File: src/rtl/player_pos_ctrl_pkg.sv
// Shared constants, button indices, controller state type and position helpers
// for the player sprite position controller.
package player_pos_ctrl_pkg;

    localparam int unsigned POS_W  = 10;
    localparam int unsigned CALC_W = 11;
    localparam int unsigned BTN_W  = 5;
    localparam int unsigned CNT_W  = 16;

    localparam int unsigned H_VISIBLE      = 640;
    localparam int unsigned V_VISIBLE      = 480;
    localparam int unsigned PLAYER_HALF_W  = 10;
    localparam int unsigned PLAYER_HALF_H  = 20;
    localparam int unsigned PLAYER_STEP    = 2;
    localparam int unsigned PLAYER_START_X = 320;
    localparam int unsigned PLAYER_START_Y = 400;

    localparam int unsigned BTN_UP     = 0;
    localparam int unsigned BTN_DOWN   = 1;
    localparam int unsigned BTN_LEFT   = 2;
    localparam int unsigned BTN_RIGHT  = 3;
    localparam int unsigned BTN_CENTER = 4;

    typedef enum logic [1:0] {S_WAIT, S_CALC, S_COMMIT} ctrl_state_t;

    // One axis step: dec-only moves down, inc-only moves up, both/neither hold.
    function automatic logic signed [CALC_W-1:0] step_axis(input logic [POS_W-1:0] pos,
                                                           input logic dec,
                                                           input logic inc);
        logic signed [CALC_W-1:0] p;
        logic signed [CALC_W-1:0] s;
        p = $signed({1'b0, pos});
        s = $signed(CALC_W'(PLAYER_STEP));
        if (dec && !inc) return p - s;
        if (inc && !dec) return p + s;
        return p;
    endfunction

    // Saturate a signed candidate onto [lo, hi].
    function automatic logic [POS_W-1:0] clamp_pos(input logic signed [CALC_W-1:0] v,
                                                   input logic signed [CALC_W-1:0] lo,
                                                   input logic signed [CALC_W-1:0] hi);
        if (v < lo) return POS_W'(lo);
        if (v > hi) return POS_W'(hi);
        return POS_W'(v);
    endfunction

endpackage

File: src/rtl/player_pos_ctrl_debounce.sv
// Single-bit button conditioner: two-flop synchroniser followed by a
// stability counter that flips the accepted level after a sustained change.
module btn_debounce #(
    parameter int unsigned DEBOUNCE_CYCLES = 250000
) (
    input  logic pixel_clk,
    input  logic reset,
    input  logic btn_raw,
    output logic btn_state
);
    localparam int unsigned DB_W = $clog2(DEBOUNCE_CYCLES + 1);

    logic            sync_q1;
    logic            sync_q2;
    logic [DB_W-1:0] cnt;

    always_ff @(posedge pixel_clk or posedge reset) begin
        if (reset) begin
            sync_q1 <= 1'b0;
            sync_q2 <= 1'b0;
        end else begin
            sync_q1 <= btn_raw;
            sync_q2 <= sync_q1;
        end
    end

    // Counter only advances while the synced level disagrees with the accepted one.
    always_ff @(posedge pixel_clk or posedge reset) begin
        if (reset) begin
            cnt       <= '0;
            btn_state <= 1'b0;
        end else if (sync_q2 == btn_state) begin
            cnt <= '0;
        end else if (cnt == DB_W'(DEBOUNCE_CYCLES - 1)) begin
            cnt       <= '0;
            btn_state <= sync_q2;
        end else begin
            cnt <= cnt + DB_W'(1);
        end
    end

endmodule

File: src/rtl/player_pos_ctrl.sv
// Frame-synchronous player sprite position controller: debounced buttons,
// vsync edge detect, and a WAIT/CALC/COMMIT sequencer that commits outside video.
module player_pos_ctrl
    import player_pos_ctrl_pkg::*;
#(
    parameter int unsigned DEBOUNCE_CYCLES = 250000,
    parameter logic        VSYNC_ACTIVE    = 1'b1
) (
    input  logic             pixel_clk,
    input  logic             reset,
    input  logic             en,
    input  logic [BTN_W-1:0] btn_raw,
    input  logic             vsync,
    input  logic             video_on,
    output logic [POS_W-1:0] player_x,
    output logic [POS_W-1:0] player_y,
    output logic             pos_update,
    output logic [CNT_W-1:0] frame_cnt,
    output logic [BTN_W-1:0] btn_state
);
    logic        vsync_q;
    logic        frame_tick_c;
    logic        calc_c;
    logic        commit_c;
    ctrl_state_t state;
    ctrl_state_t state_nxt;

    logic [POS_W-1:0] nx;
    logic [POS_W-1:0] ny;
    logic [POS_W-1:0] nx_c;
    logic [POS_W-1:0] ny_c;

    for (genvar i = 0; i < BTN_W; i++) begin : g_btn
        btn_debounce #(
            .DEBOUNCE_CYCLES(DEBOUNCE_CYCLES)
        ) u_btn_debounce (
            .pixel_clk(pixel_clk),
            .reset    (reset),
            .btn_raw  (btn_raw[i]),
            .btn_state(btn_state[i])
        );
    end

    always_ff @(posedge pixel_clk or posedge reset) begin
        if (reset) vsync_q <= ~VSYNC_ACTIVE;
        else       vsync_q <= vsync;
    end

    assign frame_tick_c = (vsync == VSYNC_ACTIVE) && (vsync_q != VSYNC_ACTIVE);

    always_ff @(posedge pixel_clk or posedge reset) begin
        if (reset) state <= S_WAIT;
        else       state <= state_nxt;
    end

    // Ticks arriving outside S_WAIT are simply ignored.
    always_comb begin
        state_nxt = state;
        calc_c    = 1'b0;
        commit_c  = 1'b0;
        case (state)
            S_WAIT: begin
                if (frame_tick_c && en) state_nxt = S_CALC;
            end
            S_CALC: begin
                calc_c    = 1'b1;
                state_nxt = S_COMMIT;
            end
            S_COMMIT: begin
                if (!video_on) begin
                    commit_c  = 1'b1;
                    state_nxt = S_WAIT;
                end
            end
            default: state_nxt = S_WAIT;
        endcase
    end

    // Center recenters and overrides any direction.
    always_comb begin
        nx_c = POS_W'(PLAYER_START_X);
        ny_c = POS_W'(PLAYER_START_Y);
        if (!btn_state[BTN_CENTER]) begin
            nx_c = clamp_pos(step_axis(player_x, btn_state[BTN_LEFT], btn_state[BTN_RIGHT]),
                             $signed(CALC_W'(PLAYER_HALF_W)),
                             $signed(CALC_W'(H_VISIBLE - PLAYER_HALF_W)));
            ny_c = clamp_pos(step_axis(player_y, btn_state[BTN_UP], btn_state[BTN_DOWN]),
                             $signed(CALC_W'(PLAYER_HALF_H)),
                             $signed(CALC_W'(V_VISIBLE - PLAYER_HALF_H)));
        end
    end

    always_ff @(posedge pixel_clk or posedge reset) begin
        if (reset) begin
            nx         <= POS_W'(PLAYER_START_X);
            ny         <= POS_W'(PLAYER_START_Y);
            player_x   <= POS_W'(PLAYER_START_X);
            player_y   <= POS_W'(PLAYER_START_Y);
            pos_update <= 1'b0;
            frame_cnt  <= '0;
        end else begin
            pos_update <= commit_c;
            if (calc_c) begin
                nx <= nx_c;
                ny <= ny_c;
            end
            if (commit_c) begin
                player_x  <= nx;
                player_y  <= ny;
                frame_cnt <= frame_cnt + CNT_W'(1);
            end
        end
    end

endmodule

File: config.mk
export PLATFORM = sky130hd
export DESIGN_NAME = player_pos_ctrl
export DESIGN_NICKNAME = d
export VERILOG_FILES = /design/src/rtl/player_pos_ctrl_pkg.sv /design/src/rtl/player_pos_ctrl_debounce.sv /design/src/rtl/player_pos_ctrl.sv
export SDC_FILE = /design/constraint.sdc
export NUM_CORES = 1
export LEC_CHECK = 0
export CAP_MARGIN = 20
export CELL_PAD_IN_SITES_DETAIL_PLACEMENT = 1
export CELL_PAD_IN_SITES_GLOBAL_PLACEMENT = 1
export CORE_UTILIZATION = 40
export CTS_BUF_LIST = sky130_fd_sc_hd__clkbuf_16
export DETAILED_ROUTE_END_ITERATION = 8
export PLACE_DENSITY_LB_ADDON = 0.1
export SYNTH_ARGS = -nofsm -noshare
export SYNTH_HDL_FRONTEND = slang
export SYNTH_HIERARCHICAL = 1
export SYNTH_SLANG_ARGS = --single-unit
File: constraint.sdc
create_clock -name pixel_clk -period 6.6 [get_ports pixel_clk]
set_input_delay 0.66 -clock pixel_clk [delete_from_list [all_inputs] [get_ports pixel_clk]]
set_output_delay 0.66 -clock pixel_clk [all_outputs]
set_load 0.01 [all_outputs]
==> results by group <==
Run status
  • Status: completed

Floorplanning
  • Height of the die: between 100 and 150 um
  • Num rows: between 50 and 60
  • # IOs: 52
  • Core region area: ~20,000 um2
  • Die W: roughly 150 um
  • Initial core utilization: ~41%
  • DIE AREA: roughly 22,000 um2

STA
  • Tmin final: ~2.8 ns
  • Count of final setup violators: 0
  • Worst Skew: 0.0129 ns
  • Slew @ Worst Pin: between 1 and 1.5 ns
  • RSZ-0062 raised after global routing: false
  • Slew Limit Fails: 0
  • Max transition margin: 31.6%
  • Fin. Hold Viols: 0
  • FMAX: between 0.3 and 0.4 GHz
  • Final TNS setup: 0 ns
  • Fin crit share: between 40% and 50%

Yosys
  • Post-synth top area cell: dfrtp_1
  • Adder-Cell Fraction of Synth Area: under 10%
  • Largest family of logic cells by synthesized area: simple AND/OR/NAND/NOR gates
  • Cell count after synthesis: 816
  • Post-Synthesis Cell Area: around 8500 um2
  • Yosys cell types: between 70 and 80
  • Post-synthesis xor/xnor area fraction: 11.2%
  • Primary FF master, synth: dfrtp_1
  • Synth area leaders: dfrtp_1 (46%), xor2_1 (5.9%), nor2_1 (4.8%)
  • Simple-gate share of the synthesized area: between 20% and 30%
  • Number of synthesized flops with an enable pin: 0
  • Synth Register Bits: around 170
  • Register area share after synthesis: around 49%
  • Avg Inst Size Synth: about 10 um2
  • Most frequent cell after synthesis: dfrtp_1
  • Most frequent cells after synthesis: dfrtp_1 (155), nor2_1 (109), xor2_1 (57)
  • Ys Warns: 6
  • Post-synth ARST share: between 90% and 100%
  • Mux share of post-synthesis cell area: under 10%
  • Synthesized Nets: around 840
  • Share of the synthesized area in the top cell type: about 46%
  • Synth Area in Compound Gates: 8.98%

Route
  • Final ANT Viol Nets: 0
  • Final wirelength: ~19,000 um
  • Starting DRT DRC Count: approximately 160
  • DRT Pass-1 Iters: 4
  • Vias/cell: ~5.5
  • Via count: 6,269
  • Wire per inst: 16.9 um
  • # DRC: 0

Placed design
  • Port Buffers: approximately 50
  • Dpl hpwl: 13,700 um
  • Gpl congestion: ~0.81

GRT
  • Number of global-route vias before repair: ~6,600
  • Initial antenna violation count: 0
  • Largest net degree at the start of global routing: 50
  • Total grt overflow: 0
  • First-pass GRT wire length: around 34,000 um
  • Gr usage total: 19.2%

Critical path
  • Reg-to-reg startpoint: g_btn[3].u_btn_debounce/btn_state
  • Required @ worst endpoint: slightly below 7 ns
  • CP arrival: around 3.1 ns
  • CP Cell Sequence: nand4b_1, or3_1, a21boi_1, o22ai_2, nor4_2, nor2_2, a32o_1
  • Max Fanout on Critical Path: 21
  • CP peak stage delay: 0.75 ns
  • Critical path origin: g_btn[3].u_btn_debounce/btn_state
  • Reg2reg setup slack: 3.81 ns
  • Worst path slowest cell: dfrtp_1
  • CP Capture Type: flip-flop
  • CP top delay family: simple AND/OR/NAND/NOR gates
  • Type of the worst setup path: flip-flop to flip-flop
  • Critical Path Start Type: flip-flop
  • Crit path buffers/inverters: 0

Clock network
  • CTS buffer count: 17
  • Post-CTS Setup Bufs: 0
  • H-tree Lvls: 4
  • Clk Tree Root Cell: clkbuf_16
  • CTS tree: built
  • # hold bufs at CTS: 0
  • Clk slew on worst S/H paths: ~0.060 ns
  • Clock latency on the worst-skew pair: 0.43 ns
  • Post_cts resized: 0
  • Clock tree buffer depth: 2
  • CTS Sinks: 165

Power and ir drop
  • P per Cell Area: approximately 270 nW/um2
  • Final total power: between 2 and 3 mW
  • Worst VDD drop: ~0.00015 V
  • Leakage power: ~4 nW

Layout
  • Final #Nets: approximately 880
  • Ant diodes: 0
  • Share of cells above drive strength 1: 11.3%
  • Filler Cell Count: around 2,300
  • Area grow syn2layout: 14.7%

Min path
  • Hold path startpoint: g_btn[2].u_btn_debounce/sync_q1
  • Hold WC Path Type: flip-flop to flip-flop

Run
  • Max-cap violations: 0
-- sequential cells by signal (all words and copies together), names as in the netlist, 10 cells and up --
signal / flops
g_btn.u_btn_debounce/cnt: 90
frame_cnt: 16
nx: 10
ny: 10
player_x: 10
player_y: 10
-- worst reg2reg max path: cells and delay by family (launching register included) --
kind	cells	cell delay (ns)
compound gates	3	0.65
simple gates	4	1.26
flops	1	0.75
-- power by group --
part	switching [mW]	internal, mW	total [mW]	leakage [nW]
Clock	0.405	0.508	0.913	0.266
Combinational	0.228	0.215	0.443	1.62
Sequential	0.112	1.11	1.22	2.21
Total	0.746	1.84	2.58	4.10
-- path summary, 6_finish.rpt --
check,depth (start not counted),end
setup reg to reg,7,nx[5]
hold reg to reg,0,g_btn[2].u_btn_debounce/sync_q2
min in group asynchronous,2,player_y[5]
hold / removal,0,g_btn[2].u_btn_debounce/sync_q2
setup / recovery,7,nx[5]
max in group asynchronous,3,player_y[6]
-- cell usage in the layout (no fill, tap or decap), types with 7 or more instances in the layout --
master / Yosys / layout
nand3_1: 47 / 47
nor3_1: 9 / 9
clkbuf_16: 0 / 17
dfstp_2: 10 / 10
nand2_1: 52 / 52
or3_1: 8 / 8
nor2_1: 109 / 109
clkdlybuf4s50_1: 0 / 51
and4_1: 15 / 15
a21oi_1: 16 / 16
inv_1: 21 / 25
or4_1: 8 / 8
nor2b_1: 8 / 8
nand2b_1: 9 / 9
nand4_1: 29 / 29
ha_1: 10 / 10
nor4_1: 13 / 13
and4_2: 10 / 10
mux2_2: 21 / 21
o21ai_0: 22 / 22
a32o_1: 7 / 7
xnor2_1: 46 / 46
dfrtp_1: 155 / 155
xor2_1: 57 / 57
and3_1: 11 / 11
-- per-layer routing --
layer	routed length, um	up-vias	share of wire, %	GRT usage, %
li1	-	3005	-	-
met1	9000	3185	47	25.2
met2	9540	64	49	31.7
met3	647	15	3.3	4.81
met4	169	0	0.87	5.21
met5	0	-	0	0
-- through the flow --
step                worst slack, ns  hold WS, ns  cells  instance area, um2  util, %
floorplan                      4.12        0.331    816                8490        -
global placement               4.01        0.341   1113                9200     44.9
detailed placement             3.84        0.340   1113                9200     44.9
CTS                            3.84        0.359   1145                9730     47.5
global route                   3.57        0.367   1145                9730     47.5
finish                         3.81        0.355   1145                9730     47.5
-- area by class of cell --
| cell class | instances | area [um2] | share of cell area, % |
|---|---|---|---|
| Multi-Input combinational cell | 603 | 4110 | 42.2 |
| Clock buffer | 17 | 425 | 4.37 |
| Clock inverter | 15 | 105 | 1.08 |
| Tap cell | 270 | 338 | 3.47 |
| Timing Repair Buffer | 54 | 533 | 5.48 |
| Sequential cell | 165 | 4140 | 42.6 |
| Inverter | 21 | 78.8 | 0.810 |
-- cell families after synthesis --
logic type	after synthesis
buffers and inverters	48
muxes	24
DFF	165
xor gates and xnor gates	106
and+or+nand+nor	367
adders and majority gates	10
AOI/OAI and AO/OA	96
No activity file was read; power rests on OpenSTA's default activity.
